==> src/rtl/key_sequence_gen_pkg.sv <==
// key_seq_pkg: shared types and helpers for the key sequence generator.
package key_seq_pkg;

    typedef enum logic [1:0] {
        IDLE  = 2'd0,
        PRESS = 2'd1,
        GAP   = 2'd2,
        DONE  = 2'd3
    } seq_state_t;

    // All four push-button lines released (active-low).
    localparam logic [3:0] KEY_IDLE = 4'b1111;

    // Active-low one-hot: only the selected key line is pulled low.
    function automatic logic [3:0] key_low(input logic [1:0] idx);
        return ~(4'b0001 << idx);
    endfunction

endpackage

==> src/rtl/key_sequence_gen_if.sv <==
// key_sequence_gen_if: controller-side handshake and KEY line bundle.
interface key_sequence_gen_if
    import key_seq_pkg::*;
#(
    parameter int NUM_DIGITS = 4
) ();

    localparam int IDX_W = (NUM_DIGITS > 1) ? $clog2(NUM_DIGITS) : 1;

    logic                    start;
    logic                    abort;
    logic [2*NUM_DIGITS-1:0] code;
    logic [3:0]              key_n;
    logic                    busy;
    logic                    done;
    logic [IDX_W-1:0]        digit_idx;

    // The controller requests playback and watches progress.
    modport master (
        output start, abort, code,
        input  key_n, busy, done, digit_idx
    );

    // The generator plays the sequence onto the KEY lines.
    modport slave (
        input  start, abort, code,
        output key_n, busy, done, digit_idx
    );

endinterface

==> src/rtl/key_sequence_gen_hold.sv <==
// hold_timer: loadable down-counter that stops at zero; expired while it reads 0.
module hold_timer #(
    parameter int WIDTH = 3
) (
    input  logic             clk,
    input  logic             rst_n,
    input  logic             load,
    input  logic [WIDTH-1:0] load_val,
    output logic             expired
);

    logic [WIDTH-1:0] count;

    // Load takes priority; otherwise count down and park at zero.
    always_ff @(posedge clk) begin
        if (!rst_n) begin
            count <= '0;
        end else if (load) begin
            count <= load_val;
        end else if (count != '0) begin
            count <= count - 1'b1;
        end
    end

    assign expired = (count == '0);

endmodule

==> src/rtl/key_sequence_gen.sv <==
// key_sequence_gen: plays a captured multi-digit code as press/release pulses
// on the four active-low KEY lines, with start/busy/done handshake and abort.
module key_sequence_gen
    import key_seq_pkg::*;
#(
    parameter int PRESS_CYCLES = 4,
    parameter int GAP_CYCLES   = 4,
    parameter int NUM_DIGITS   = 4
) (
    input  logic              clk,
    input  logic              rst_n,
    key_sequence_gen_if.slave bus
);

    localparam int MAX_HOLD = (PRESS_CYCLES > GAP_CYCLES) ? PRESS_CYCLES : GAP_CYCLES;
    localparam int TIMER_W  = $clog2(MAX_HOLD + 1);
    localparam int IDX_W    = (NUM_DIGITS > 1) ? $clog2(NUM_DIGITS) : 1;

    localparam logic [TIMER_W-1:0] PRESS_LOAD = TIMER_W'(PRESS_CYCLES - 1);
    localparam logic [TIMER_W-1:0] GAP_LOAD   = TIMER_W'(GAP_CYCLES - 1);
    localparam logic [IDX_W-1:0]   LAST_IDX   = IDX_W'(NUM_DIGITS - 1);

    seq_state_t              state;
    logic [2*NUM_DIGITS-1:0] code_q;
    logic [3:0]              key_q;
    logic                    busy_q;
    logic                    done_q;
    logic [IDX_W-1:0]        idx_q;

    logic                    timer_load;
    logic [TIMER_W-1:0]      timer_val;
    logic                    timer_expired;
    logic [IDX_W-1:0]        next_idx;
    logic [1:0]              next_digit;

    hold_timer #(
        .WIDTH (TIMER_W)
    ) u_hold_timer (
        .clk      (clk),
        .rst_n    (rst_n),
        .load     (timer_load),
        .load_val (timer_val),
        .expired  (timer_expired)
    );

    // Next digit to play, taken from the captured code rather than the live input.
    always_comb begin
        next_idx   = idx_q + 1'b1;
        next_digit = 2'(code_q >> (2 * int'(next_idx)));
    end

    // Reload the timer on exactly the edges where the FSM enters PRESS or GAP.
    always_comb begin
        timer_load = 1'b0;
        timer_val  = '0;
        case (state)
            IDLE: begin
                if (bus.start && !bus.abort) begin
                    timer_load = 1'b1;
                    timer_val  = PRESS_LOAD;
                end
            end
            PRESS: begin
                if (!bus.abort && timer_expired) begin
                    timer_load = 1'b1;
                    timer_val  = GAP_LOAD;
                end
            end
            GAP: begin
                if (!bus.abort && timer_expired && (idx_q != LAST_IDX)) begin
                    timer_load = 1'b1;
                    timer_val  = PRESS_LOAD;
                end
            end
            default: begin
            end
        endcase
    end

    // Playback FSM; every output is a register updated alongside the state.
    always_ff @(posedge clk) begin
        if (!rst_n) begin
            state  <= IDLE;
            code_q <= '0;
            key_q  <= KEY_IDLE;
            busy_q <= 1'b0;
            done_q <= 1'b0;
            idx_q  <= '0;
        end else begin
            case (state)
                IDLE: begin
                    done_q <= 1'b0;
                    key_q  <= KEY_IDLE;
                    if (bus.start && !bus.abort) begin
                        code_q <= bus.code;
                        state  <= PRESS;
                        busy_q <= 1'b1;
                        idx_q  <= '0;
                        key_q  <= key_low(bus.code[1:0]);
                    end
                end
                PRESS: begin
                    if (bus.abort) begin
                        state  <= IDLE;
                        key_q  <= KEY_IDLE;
                        busy_q <= 1'b0;
                        done_q <= 1'b0;
                        idx_q  <= '0;
                    end else if (timer_expired) begin
                        state <= GAP;
                        key_q <= KEY_IDLE;
                    end
                end
                GAP: begin
                    if (bus.abort) begin
                        state  <= IDLE;
                        key_q  <= KEY_IDLE;
                        busy_q <= 1'b0;
                        done_q <= 1'b0;
                        idx_q  <= '0;
                    end else if (timer_expired) begin
                        if (idx_q == LAST_IDX) begin
                            state  <= DONE;
                            busy_q <= 1'b0;
                            done_q <= 1'b1;
                        end else begin
                            state <= PRESS;
                            idx_q <= next_idx;
                            key_q <= key_low(next_digit);
                        end
                    end
                end
                DONE: begin
                    state  <= IDLE;
                    key_q  <= KEY_IDLE;
                    busy_q <= 1'b0;
                    done_q <= 1'b0;
                    idx_q  <= '0;
                end
                default: begin
                    state <= IDLE;
                end
            endcase
        end
    end

    assign bus.key_n     = key_q;
    assign bus.busy      = busy_q;
    assign bus.done      = done_q;
    assign bus.digit_idx = idx_q;

endmodule

==> src/flat_wrapper.sv <==
// flat-port wrapper written by rule: the top's interface ports become plain ports
module key_sequence_gen_flat import key_seq_pkg::*;
#(
    parameter int PRESS_CYCLES = 4,
    parameter int GAP_CYCLES   = 4,
    parameter int NUM_DIGITS   = 4
)
  (clk, rst_n, bus_start, bus_abort, bus_code, bus_key_n, bus_busy, bus_done, bus_digit_idx);
  key_sequence_gen_if #(.NUM_DIGITS(NUM_DIGITS)) bus_i ();
  input  logic clk;
  input  logic rst_n;
  input wire logic [$bits(bus_i.start)-1:0] bus_start;
  input wire logic [$bits(bus_i.abort)-1:0] bus_abort;
  input wire logic [$bits(bus_i.code)-1:0] bus_code;
  output wire logic [$bits(bus_i.key_n)-1:0] bus_key_n;
  output wire logic [$bits(bus_i.busy)-1:0] bus_busy;
  output wire logic [$bits(bus_i.done)-1:0] bus_done;
  output wire logic [$bits(bus_i.digit_idx)-1:0] bus_digit_idx;
  assign bus_i.start = bus_start;
  assign bus_i.abort = bus_abort;
  assign bus_i.code = bus_code;
  assign bus_key_n = bus_i.key_n;
  assign bus_busy = bus_i.busy;
  assign bus_done = bus_i.done;
  assign bus_digit_idx = bus_i.digit_idx;
  key_sequence_gen #(.PRESS_CYCLES(PRESS_CYCLES), .GAP_CYCLES(GAP_CYCLES), .NUM_DIGITS(NUM_DIGITS)) u_core (.clk(clk), .rst_n(rst_n), .bus(bus_i));
endmodule
==> config.mk <==
export PLATFORM = sky130hd
export DESIGN_NAME = key_sequence_gen_flat
export DESIGN_NICKNAME = d
export VERILOG_FILES = /design/src/rtl/key_sequence_gen_pkg.sv /design/src/rtl/key_sequence_gen_if.sv /design/src/rtl/key_sequence_gen_hold.sv /design/src/rtl/key_sequence_gen.sv /design/src/flat_wrapper.sv
export SDC_FILE = /design/constraint.sdc
export NUM_CORES = 1
export LEC_CHECK = 0
export BUFFER_PORTS_ARGS = -buffer_cell sky130_fd_sc_hd__buf_2
export CORE_MARGIN = 4
export CORE_UTILIZATION = 40
export CTS_BUF_LIST = sky130_fd_sc_hd__clkbuf_16
export DETAILED_ROUTE_END_ITERATION = 8
export GPL_ROUTABILITY_DRIVEN = 1
export PLACE_DENSITY_LB_ADDON = 0.12
export SETUP_SLACK_MARGIN = 0.5
export SYNTH_ARGS = -nofsm -noshare
export SYNTH_HDL_FRONTEND = slang
export SYNTH_SLANG_ARGS = --single-unit
==> constraint.sdc <==
create_clock -name clk -period 3.9 [get_ports clk]
set_clock_uncertainty 0.05 [all_clocks]
set_input_delay 0.975 -clock clk [delete_from_list [all_inputs] [get_ports clk]]
set_output_delay 0.975 -clock clk [all_outputs]
set_load 0.02 [all_outputs]
==> flow_metrics.py, run 1 <==
metrics = {
    "outcome": {
        "status": "finished, final reports clean",
    },
    "logic_synthesis": {
        "synth_edf_count": 0,
        "synth.area.top_cells": "dfxtp_1 (37%), nand2_1 (8.9%), a21boi_0 (5.3%)",
        "synthArstFlopShare_pct": 0,
        "synth_compound_area_share_pct": 20.9,
        "synth_xor_area_share_pct": 1.53,
        "synthAdderAreaFrac_pct": 3.29,
        "synth_cells": 122,
        "syn_nets": 137,
        "synth-seq-area-share_pct": 36.8,
        "synthFlopType": "dfxtp_1",
        "ys_warn_count": 0,
        "synth-simple-area-share_pct": 25.4,
        "synth_top_area_share_pct": 36.8,
        "synth.largest_area_cell": "dfxtp_1",
        "muxShareOfSynthArea_pct": 5.70,
        "ys_types": 42,
        "synth_top_family_by_area": "simple AND/OR/NAND/NOR gates",
        "syn-cell-area_sq_um": 1140,
        "synth-seq-cells": 21,
        "syn_avg_cell_area_sq_um": 9.36,
    },
    "route": {
        "drt-total-wl_um": 2200,
        "wl_per_cell_um": 13.0,
        "routed_via_density": 5.36,
        "drt_first_pass_iters": 4,
        "drc": 0,
        "postRouteAntennaNets": 0,
        "drtIter0Drc": 45,
        "vias": 906,
    },
    "global_routing": {
        "grt_pass1_wl_um": 3750,
        "grtUsageTotal_pct": 13.3,
        "antenna_found_initial": 0,
        "grt_pass1_vias": 812,
        "overflow": 0,
        "grt_max_degree": 23,
    },
    "clock_network": {
        "clkTransAtPathRegs_ns": 0.06,
        "cts_resized": 0,
        "cts-root-buf": "clkbuf_16",
        "post_cts_buffers": 0,
        "ctsHoldBuffers": 0,
        "worstSkewPairLatency_ns": 0.25,
        "cts_tree": "yes",
        "cts.sinks": 21,
        "htreeDepth": 1,
        "cts_buffers": 3,
        "clk_path_buf_depth": 2,
    },
    "power_and_ir_drop": {
        "p_switching_uw": 214,
        "comb_power_share_pct": 28.4,
        "switching_share_pct": 31.9,
        "peakVddDrop_mv": 0.294,
        "clockPowerShare_pct": 32.0,
        "power_leakage_uw": 0.000522,
        "p_int_uw": 458,
        "pwr-share-seq_pct": 39.6,
        "power_density_nw_per_um2": 519,
    },
    "worst_setup_path": {
        "crit_chain": "buf_2 > nor4b_4 > nand2_1 > o22ai_1 > o211ai_1",
        "cp_slowest_stage_delay_ns": 0.67,
        "r2r-end": "u_core.bus.key_n[1]",
        "r2r-start": "u_core.state[0]",
        "end_kind": "flip-flop",
        "slowest_stage": "nor4b_4",
        "critPathLaunchType": "input pin",
        "worst-path-max-fanout": 14,
        "crit_type": "input pin to flip-flop",
        "r2r_slack_ns": 2.06,
        "ff2ff_path_depth": 4,
        "critPathArrivalTime_ns": 2.25,
        "required_ns": 3.97,
    },
    "timing": {
        "final.min_clock_period_ns": 2.19,
        "grt_setup_unrepaired": "false",
        "max_freq_mhz": 457,
        "worstMarginPinSlew_ns": 0.760,
        "drv_slew": 0,
        "fin_setup_tns_ns": 0,
        "fin_crit_sh_pct": 56.1,
        "setup_viol": 0,
        "maxSlewHeadroom_pct": 49.1,
        "hold_viol_final": 0,
    },
    "placement": {
        "io_buffers": 19,
        "place_congestion": 0.722,
        "place_inst": 165,
        "dp_hpwl_um": 1630,
    },
    "floorplan": {
        "fp.dieW_um": 61.4,
        "dieArea_sq_um": 3770,
        "fp-row-count": 19,
        "ios": 20,
        "die_height_um": 61.4,
        "core_sq_um": 2730,
        "start_util_pct": 41.8,
    },
    "min_path": {
        "min_path_cells": 2,
        "min_to": "u_core.code_q[4]",
        "min_from": "u_core.code_q[4]",
        "min_path_type": "flip-flop to flip-flop",
    },
    "final_layout": {
        "syn_to_final_growth_pct": 13.4,
        "instances_no_fill": 169,
        "drive_above_1_share_pct": 25.4,
        "nets": 154,
        "diodes": 0,
        "fillCellCount": 278,
    },
    "flow_run": {
        "max_cap_violations": 0,
    },
}
placed cells by master (no fill, tap or decap), types with 2 or more instances in the layout:
cell type | synthesis | routed
nor2b_1 | 2 | 2
buf_2 | 2 | 19
nand3_1 | 5 | 5
nand2b_1 | 2 | 2
clkbuf_16 | 0 | 3
o211ai_1 | 3 | 3
nor3b_1 | 2 | 2
nand2_1 | 27 | 27
xor2_1 | 2 | 2
inv_1 | 3 | 3
mux2i_1 | 2 | 2
mux4_2 | 2 | 2
ha_1 | 3 | 3
dfxtp_1 | 21 | 21
nor2_1 | 6 | 6
a21boi_0 | 8 | 8
o31ai_1 | 2 | 2
a21oi_1 | 2 | 2
nor4_1 | 2 | 2
synthesized netlist by cell type (2+ instances only):
cell and n:
nand2b_1 2, inv_1 3, ha_1 3, a21boi_0 8
buf_6 3, mux2i_1 2, nand2_1 27, nor3b_1 2
dfxtp_1 21, nor2b_1 2, buf_2 2, xor2_1 2
o211ai_1 3, a21oi_1 2, nor4_1 2, mux4_2 2
nand3_1 5, nor2_1 6, o31ai_1 2
critical path: cells and delay by family:
kind / cells / cell delay, ns
buf+inv: 1 / 0.18
compound gates: 2 / 0.27
simple gates: 2 / 0.82
cell type report:
class | count | area (sq um) | share of cell area, %
Clock buffer | 3 | 75.1 | 5.80
Sequential cell | 21 | 420 | 32.5
Inverter | 3 | 11.3 | 0.870
Timing Repair Buffer | 19 | 95.1 | 7.34
Tap cell | 31 | 38.8 | 3.00
Multi-Input combinational cell | 91 | 649 | 50.1
Clock inverter | 1 | 5.00 | 0.386
worst max-delay path by stage:
stage	startpoint	endpoint	slack, ns
4_1_cts	bus_abort	u_core.bus.key_n[1]	1.69
5_1_grt	bus_abort	u_core.bus.key_n[2]	1.51
3_3_place_gp	bus_abort	u_core.bus.key_n[1]	1.50
3_5_place_dp	bus_abort	u_core.bus.key_n[1]	1.43
2_1_floorplan	bus_abort	u_core.bus.key_n[0]	1.82
6_report	bus_abort	u_core.bus.key_n[1]	1.71
cells by family after synthesis:
logic type | count (synthesis)
AOI/OAI and AO/OA | 28
xor gates and xnor gates | 2
adders and majority gates | 3
buffers and inverters | 10
DFF | 21
muxes | 4
and+or+nand+nor | 54
routing by layer:
metal / part of all wire, % / routed length (um) / vias up / track usage (%)
met1: 50 / 1100 / 418 / 19.0
met4: 1.5 / 34 / 0 / 5.45
met5: 0 / 0 / - / 0
met2: 44 / 957 / 14 / 19.6
met3: 4.7 / 103 / 4 / 2.52
li1: - / - / 470 / -
registers in the layout (all words and copies together) (netlist names):
signal / flops
u_core.state: 2
u_core.bus.digit_idx: 2
u_core.bus.busy: 1
u_core.code_q: 8
u_core.u_hold_timer.count: 3
u_core.bus.key_n: 4
u_core.bus.done: 1
power by group through the flow:
stage,Clock [uW],Combinational (uW),Sequential [uW]
after floorplan,0,156,269
after global placement,0,189,269
after detailed placement,0,191,271
after CTS,219,192,266
after global routing,226,214,271
final,215,191,266
through the flow:
step / hold slack, ns / total power [uW] / setup slack (ns) / util [%] / area, sq um
after global placement: 0.399 / 457 / 1.50 / 44.4 / 1210
final: 0.410 / 672 / 1.71 / 47.4 / 1290
after detailed placement: 0.411 / 462 / 1.43 / 44.4 / 1210
after floorplan: 0.390 / 424 / 1.82 / - / 1140
after CTS: 0.416 / 677 / 1.69 / 47.4 / 1290
after global routing: 0.444 / 711 / 1.51 / 47.4 / 1290
No activity file was read; power rests on OpenSTA's default activity.
==> run 2: changes to the inputs <==
==> constraint.sdc (replaced) <==
create_clock -name clk -period 1.8 [get_ports clk]
set_clock_uncertainty 0.05 [all_clocks]
set_input_delay 0.45 -clock clk [delete_from_list [all_inputs] [get_ports clk]]
set_output_delay 0.45 -clock clk [all_outputs]
set_load 0.02 [all_outputs]
==> flow_metrics.py, run 2 (synthesis results as in run 1) <==
metrics = {
    "placement": {
        "dp_slack_ns": 0.0927,
        "io_buffers": 19,
        "dp_hpwl_um": 1940,
        "place_congestion": 0.745,
        "placed_cell_area_sq_um": 1290,
    },
    "final_layout": {
        "fillCellCount": 252,
        "final_common_cell": "nand2_1",
        "diodes": 0,
        "layout_common_cells": "nand2_1 (19), buf_4 (17), buf_2 (16)",
        "drive_above_1_share_pct": 51.9,
        "nets": 172,
        "syn_to_final_growth_pct": 39.9,
        "top_register": "u_core.code_q",
        "final_design_area_no_fill_sq_um": 1600,
        "largest_register_ffs": 8,
        "utilization_pct": 58.4,
    },
    "timing": {
        "max_freq_mhz": 597,
        "fin_setup_tns_ns": 0,
        "fin_crit_sh_pct": 93.1,
        "final.min_clock_period_ns": 1.68,
        "worstMarginPinSlew_ns": 0.382,
        "maxSlewHeadroom_pct": 74.6,
        "drv_slew": 0,
        "setup_slack_ns": 0.124,
        "setup_viol": 0,
        "grt_setup_unrepaired": "true",
        "hold_viol_final": 0,
    },
    "worst_setup_path": {
        "slowest_stage": "mux4_2",
        "cp_slowest_stage_delay_ns": 0.53,
        "worst-path-max-fanout": 4,
        "crit_chain": "ha_4 > mux4_2 > nor2_1 > o2bb2ai_1 > o211ai_1",
        "r2r-start": "u_core.bus.digit_idx[0]",
        "critPathArrivalTime_ns": 1.74,
        "crit_start": "u_core.bus.digit_idx[0]",
        "r2r_slack_ns": 0.12,
        "critPathLaunchType": "flip-flop",
        "crit_type": "flip-flop to flip-flop",
        "r2r-end": "u_core.bus.key_n[2]",
        "end_kind": "flip-flop",
        "ff2ff_path_depth": 5,
        "required_ns": 1.87,
    },
    "clock_network": {
        "worstSkewPairLatency_ns": 0.25,
        "htreeDepth": 1,
        "cts-root-buf": "clkbuf_16",
        "ctsHoldBuffers": 0,
        "clkTransAtPathRegs_ns": 0.06,
        "clk_path_buf_depth": 2,
        "cts_buffers": 3,
        "cts_tree": "yes",
        "cts.sinks": 21,
    },
    "min_path": {
        "min_to": "u_core.code_q[2]",
        "min_path_cells": 3,
        "min_from": "bus_code[2]",
        "min_path_type": "input pin to flip-flop",
    },
    "power_and_ir_drop": {
        "p_switching_uw": 564,
        "finalPower_uw": 1740,
        "comb_power_share_pct": 38.6,
        "switching_share_pct": 32.5,
        "p_int_uw": 1170,
        "power_leakage_uw": 0.000655,
        "power_density_nw_per_um2": 1090,
        "pwr-share-seq_pct": 33.8,
        "peakVddDrop_mv": 0.924,
        "clockPowerShare_pct": 27.6,
    },
    "route": {
        "postRouteAntennaNets": 0,
        "drc": 0,
        "drtIter0Drc": 38,
        "routed_via_density": 5.46,
        "drt-total-wl_um": 2790,
        "drt_first_pass_iters": 4,
        "wl_per_cell_um": 14.9,
        "vias": 1021,
    },
    "global_routing": {
        "antenna_found_initial": 0,
        "grt_pass1_wl_um": 4480,
        "grtUsageTotal_pct": 16.4,
        "overflow": 0,
        "grt_max_degree": 23,
        "grt_pass1_vias": 963,
    },
    "outcome": {
        "status": "finished, final reports clean",
    },
    "floorplan": {
        "dieArea_sq_um": 3770,
        "ios": 20,
        "fp.dieW_um": 61.4,
        "die_height_um": 61.4,
        "fp-row-count": 19,
        "start_util_pct": 41.8,
        "core_sq_um": 2730,
    },
    "flow_run": {
        "max_cap_violations": 0,
    },
}
-- run 2: how the worst max path moves through the flow --
stage | endpoint | slack, ns | cells after the start
3_5_place_dp | u_core.bus.key_n[2] | 0.09 | 5
4_1_cts | u_core.bus.key_n[2] | 0.12 | 5
3_3_place_gp | u_core.bus.key_n[2] | 0.14 | 5
2_1_floorplan | u_core.bus.key_n[2] | 0.16 | 5
5_1_grt | u_core.bus.key_n[2] | 0.09 | 5
6_report | u_core.bus.key_n[2] | 0.12 | 5
-- run 2: power groups by stage --
stage,registers [uW],clock network [uW],logic [uW]
floorplan,588,0,373
global placement,586,0,481
detailed placement,588,0,497
CTS,589,498,597
global route,594,518,729
finish,587,478,670
-- run 2: per-layer routing --
layer | global-route usage (%) | share of wire [%] | up-vias
li1 | - | - | 509
met1 | 20.4 | 44 | 485
met2 | 27.3 | 52 | 23
met3 | 4.19 | 3.5 | 4
met4 | 6.06 | 1.1 | 0
met5 | 0 | 0 | -
-- run 2: worst max-delay path, delay by kind of cell, from the launching register on --
kind / cells / cell delay [ns]
AND/OR/NAND/NOR: 1 / 0.11
adder cells (fa/ha/maj): 1 / 0.27
multiplexers: 1 / 0.53
AO/OA/AOI/OAI: 2 / 0.24
flip-flops: 1 / 0.35
-- run 2: final cells by class --
class | count | area (sq um) | area share, %
inverter | 3 | 11.3 | 0.705
multi-input combinational | 91 | 774 | 48.5
sequential | 21 | 435 | 27.3
clock buffer | 3 | 75.1 | 4.70
clock inverter | 1 | 7.51 | 0.470
tap | 31 | 38.8 | 2.43
timing repair buffer | 37 | 255 | 16.0
-- run 2: through the flow --
step	instances	hold WS, ns
after detailed placement	171	0.407
final	187	0.382
after floorplan	122	0.385
after global placement	171	0.397
after global routing	187	0.393
after CTS	182	0.373
-- run 2: repair_timing --
item	CTS	global route
buffers inserted	6	5
gates cloned	1	0
endpoints found under the setup margin	20	21
gates resized for setup	14	28
pin swaps	9	6
==> run 3: changes to the inputs <==
--- a/config.mk
+++ b/config.mk
@@ -5,6 +5,7 @@
 export SDC_FILE = /design/constraint.sdc
 export NUM_CORES = 1
 export LEC_CHECK = 0
+export ABC_AREA = 1
 export BUFFER_PORTS_ARGS = -buffer_cell sky130_fd_sc_hd__buf_2
 export CORE_MARGIN = 4
 export CORE_UTILIZATION = 40
@@ -13,6 +14,7 @@
 export GPL_ROUTABILITY_DRIVEN = 1
 export PLACE_DENSITY_LB_ADDON = 0.12
 export SETUP_SLACK_MARGIN = 0.5
+export SKIP_LAST_GASP = 1
 export SYNTH_ARGS = -nofsm -noshare
 export SYNTH_HDL_FRONTEND = slang
 export SYNTH_SLANG_ARGS = --single-unit
==> flow_metrics.py, run 3 <==
metrics = {
    "outcome": {
        "status": "finished, final reports clean",
    },
    "logic_synthesis": {
        "syn_avg_cell_area_sq_um": 6.89,
        "synthFlopType": "dfxtp_1",
        "synth.largest_area_cell": "dfxtp_1",
        "synth-seq-area-share_pct": 38.9,
        "synthArstFlopShare_pct": 0,
        "synth_edf_count": 0,
        "ys_types": 21,
        "synth_most_common_cell": "nand2_1",
        "ys_top_cells_by_count": "nand2_1 (39), nor2_1 (27), dfxtp_1 (21), inv_1 (17), nand3_1 (12)",
        "synth-seq-cells": 21,
        "synth.area.top_cells": "dfxtp_1 (39%), nand2_1 (14%), nor2_1 (9.4%)",
        "syn-cell-area_sq_um": 1080,
        "synth_top_area_share_pct": 38.9,
        "syn_nets": 172,
        "ys_warn_count": 0,
        "synth_cells": 157,
    },
    "route": {
        "drc": 0,
        "drtIter0Drc": 26,
        "vias": 1104,
        "drt-total-wl_um": 2710,
        "postRouteAntennaNets": 0,
        "drt_first_pass_iters": 4,
        "wl_per_cell_um": 12.4,
        "routed_via_density": 5.06,
    },
    "final_layout": {
        "ff_latch_area_sq_um": 433,
        "drive_above_1_share_pct": 36.7,
        "multi_input_area_sq_um": 703,
        "final_design_area_no_fill_sq_um": 1500,
        "top_register": "u_core.code_q",
        "syn_to_final_growth_pct": 39.1,
        "fillCellCount": 247,
        "layout_common_cells": "nand2_1 (35), nor2_1 (26), buf_2 (17)",
        "final_common_cell": "nand2_1",
        "nets": 204,
        "largest_register_ffs": 8,
        "diodes": 0,
    },
    "timing": {
        "final.min_clock_period_ns": 1.29,
        "grt_setup_unrepaired": "true",
        "drv_slew": 0,
        "setup_slack_ns": 0.513,
        "fin_setup_tns_ns": 0,
        "worstMarginPinSlew_ns": 0.248,
        "setup_viol": 0,
        "max_freq_mhz": 777,
        "hold_viol_final": 0,
        "hold_slack_ns": 0.387,
        "maxSlewHeadroom_pct": 83.4,
        "fin_crit_sh_pct": 71.5,
    },
    "floorplan": {
        "start_util_pct": 42.9,
        "fp.dieW_um": 60.0,
        "die_height_um": 60.0,
        "fp-row-count": 18,
        "dieArea_sq_um": 3600,
        "ios": 20,
        "core_sq_um": 2520,
    },
    "flow_run": {
        "max_cap_violations": 0,
    },
    "power_and_ir_drop": {
        "power_density_nw_per_um2": 1400,
        "power_leakage_uw": 0.000679,
        "finalPower_uw": 2100,
        "peakVddDrop_mv": 1.07,
    },
    "worst_setup_path": {
        "crit_type": "flip-flop to output port",
        "timing.critical_path.buf_inv": 1,
        "crit_start": "u_core.bus.digit_idx[0]",
        "critPathLaunchType": "flip-flop",
        "required_ns": 1.30,
        "slowest_stage": "dfxtp_4",
        "worst-path-max-fanout": 5,
        "ff2ff_path_depth": 8,
        "end_kind": "output port",
        "crit_end": "bus_digit_idx[0]",
        "cp_num_cells": 1,
        "crit_chain": "buf_4",
        "critPathArrivalTime_ns": 0.79,
        "r2r-end": "u_core.bus.key_n[1]",
        "cp_slowest_stage_delay_ns": 0.38,
        "r2r-start": "u_core.bus.digit_idx[0]",
        "cp_top_family": "flip-flops",
        "r2r_slack_ns": 0.54,
    },
    "placement": {
        "dp_slack_ns": 0.290,
        "placed_cell_area_sq_um": 1210,
        "io_buffers": 19,
        "dp_hpwl_um": 1660,
        "place_congestion": 0.733,
    },
    "min_path": {
        "min_path_type": "input pin to flip-flop",
    },
    "global_routing": {
        "grt_max_degree": 17,
        "grtUsageTotal_pct": 15.5,
        "grt_pass1_vias": 916,
        "overflow": 0,
        "grt_pass1_wl_um": 4050,
        "antenna_found_initial": 0,
    },
    "clock_network": {
        "htreeDepth": 1,
        "cts-root-buf": "clkbuf_16",
        "cts_buffers": 3,
        "cts.sinks": 21,
        "worstSkewPairLatency_ns": 0.26,
        "clkTransAtPathRegs_ns": 0.06,
        "cts_tree": "yes",
        "clk_path_buf_depth": 2,
    },
}
==> run 3: cell types whose count changed after synthesis, moves of 3 or more <==
| cell | before | now |
|---|---|---|
| nand2_2 | 0 | 3 |
| o21ai_0 | 0 | 8 |
| o211ai_1 | 3 | 0 |
| nand2_1 | 27 | 39 |
| buf_6 | 3 | 0 |
| nand3_2 | 0 | 3 |
| nor2_1 | 6 | 27 |
| inv_1 | 3 | 17 |
| a21boi_0 | 8 | 0 |
| nor3_1 | 1 | 4 |
| a21oi_1 | 2 | 7 |
| nand3_1 | 5 | 12 |
==> run 3: area by class of cell <==
type                    count  area share (%)
repair buffers             28            11.1
clock buffers               3            4.99
clock inverters             1           0.499
well taps                  30            2.50
flip-flops and latches     21            28.8
inverters                  18            5.32
multi-input cells         117            46.8
==> run 3: timing repair <==
| action | 4_1_cts | 5_1_grt |
|---|---|---|
| pin swaps | 2 | 15 |
| buffers inserted | 1 | 8 |
| gates resized for setup | 15 | 22 |
| setup endpoints to repair | 16 | 22 |
| hold buffers | 0 | 0 |
| cloned | 0 | 1 |
==> run 3: per-layer routing <==
metal  up-vias  GRT usage, %  wire length, um
met2        34          24.4             1320
met5         -             0                0
met4         0          8.54               55
met3         4          4.75              200
met1       504          18.7             1130
li1        562             -                -
==> run 3: how the worst min path moves through the flow <==
stage / startpoint / endpoint / slack [ns] / depth (start not counted)
6_report: bus_code[4] / u_core.code_q[4] / 0.39 / 3
5_1_grt: bus_code[6] / u_core.code_q[6] / 0.42 / 3
4_1_cts: bus_code[4] / u_core.code_q[4] / 0.39 / 3
2_1_floorplan: u_core.code_q[0] / u_core.code_q[0] / 0.39 / 2
3_5_place_dp: u_core.bus.done / u_core.bus.done / 0.39 / 2
3_3_place_gp: u_core.bus.done / u_core.bus.done / 0.39 / 2
==> run 3: cell families after synthesis <==
group | share of synthesized area, %
AND/OR/NAND/NOR | 40.3
flip-flops | 38.9
buffers and inverters | 7.41
AO/OA/AOI/OAI | 8.33
adder cells (fa/ha/maj) | 3.47
XOR/XNOR | 1.62
==> run 3: report_power, final <==
group          leakage [uW]  switching (uW)  internal (uW)  total (uW)
registers          0.000175            76.4            569         646
clock network     0.0000371             181            301         482
logic              0.000467             552            422         974
==> run 3: metrics by stage <==
step	instances	utilization, %
after floorplan	157	-
after global placement	204	48.2
after detailed placement	204	48.2
after CTS	209	53.8
after global routing	218	59.6
final	218	59.6
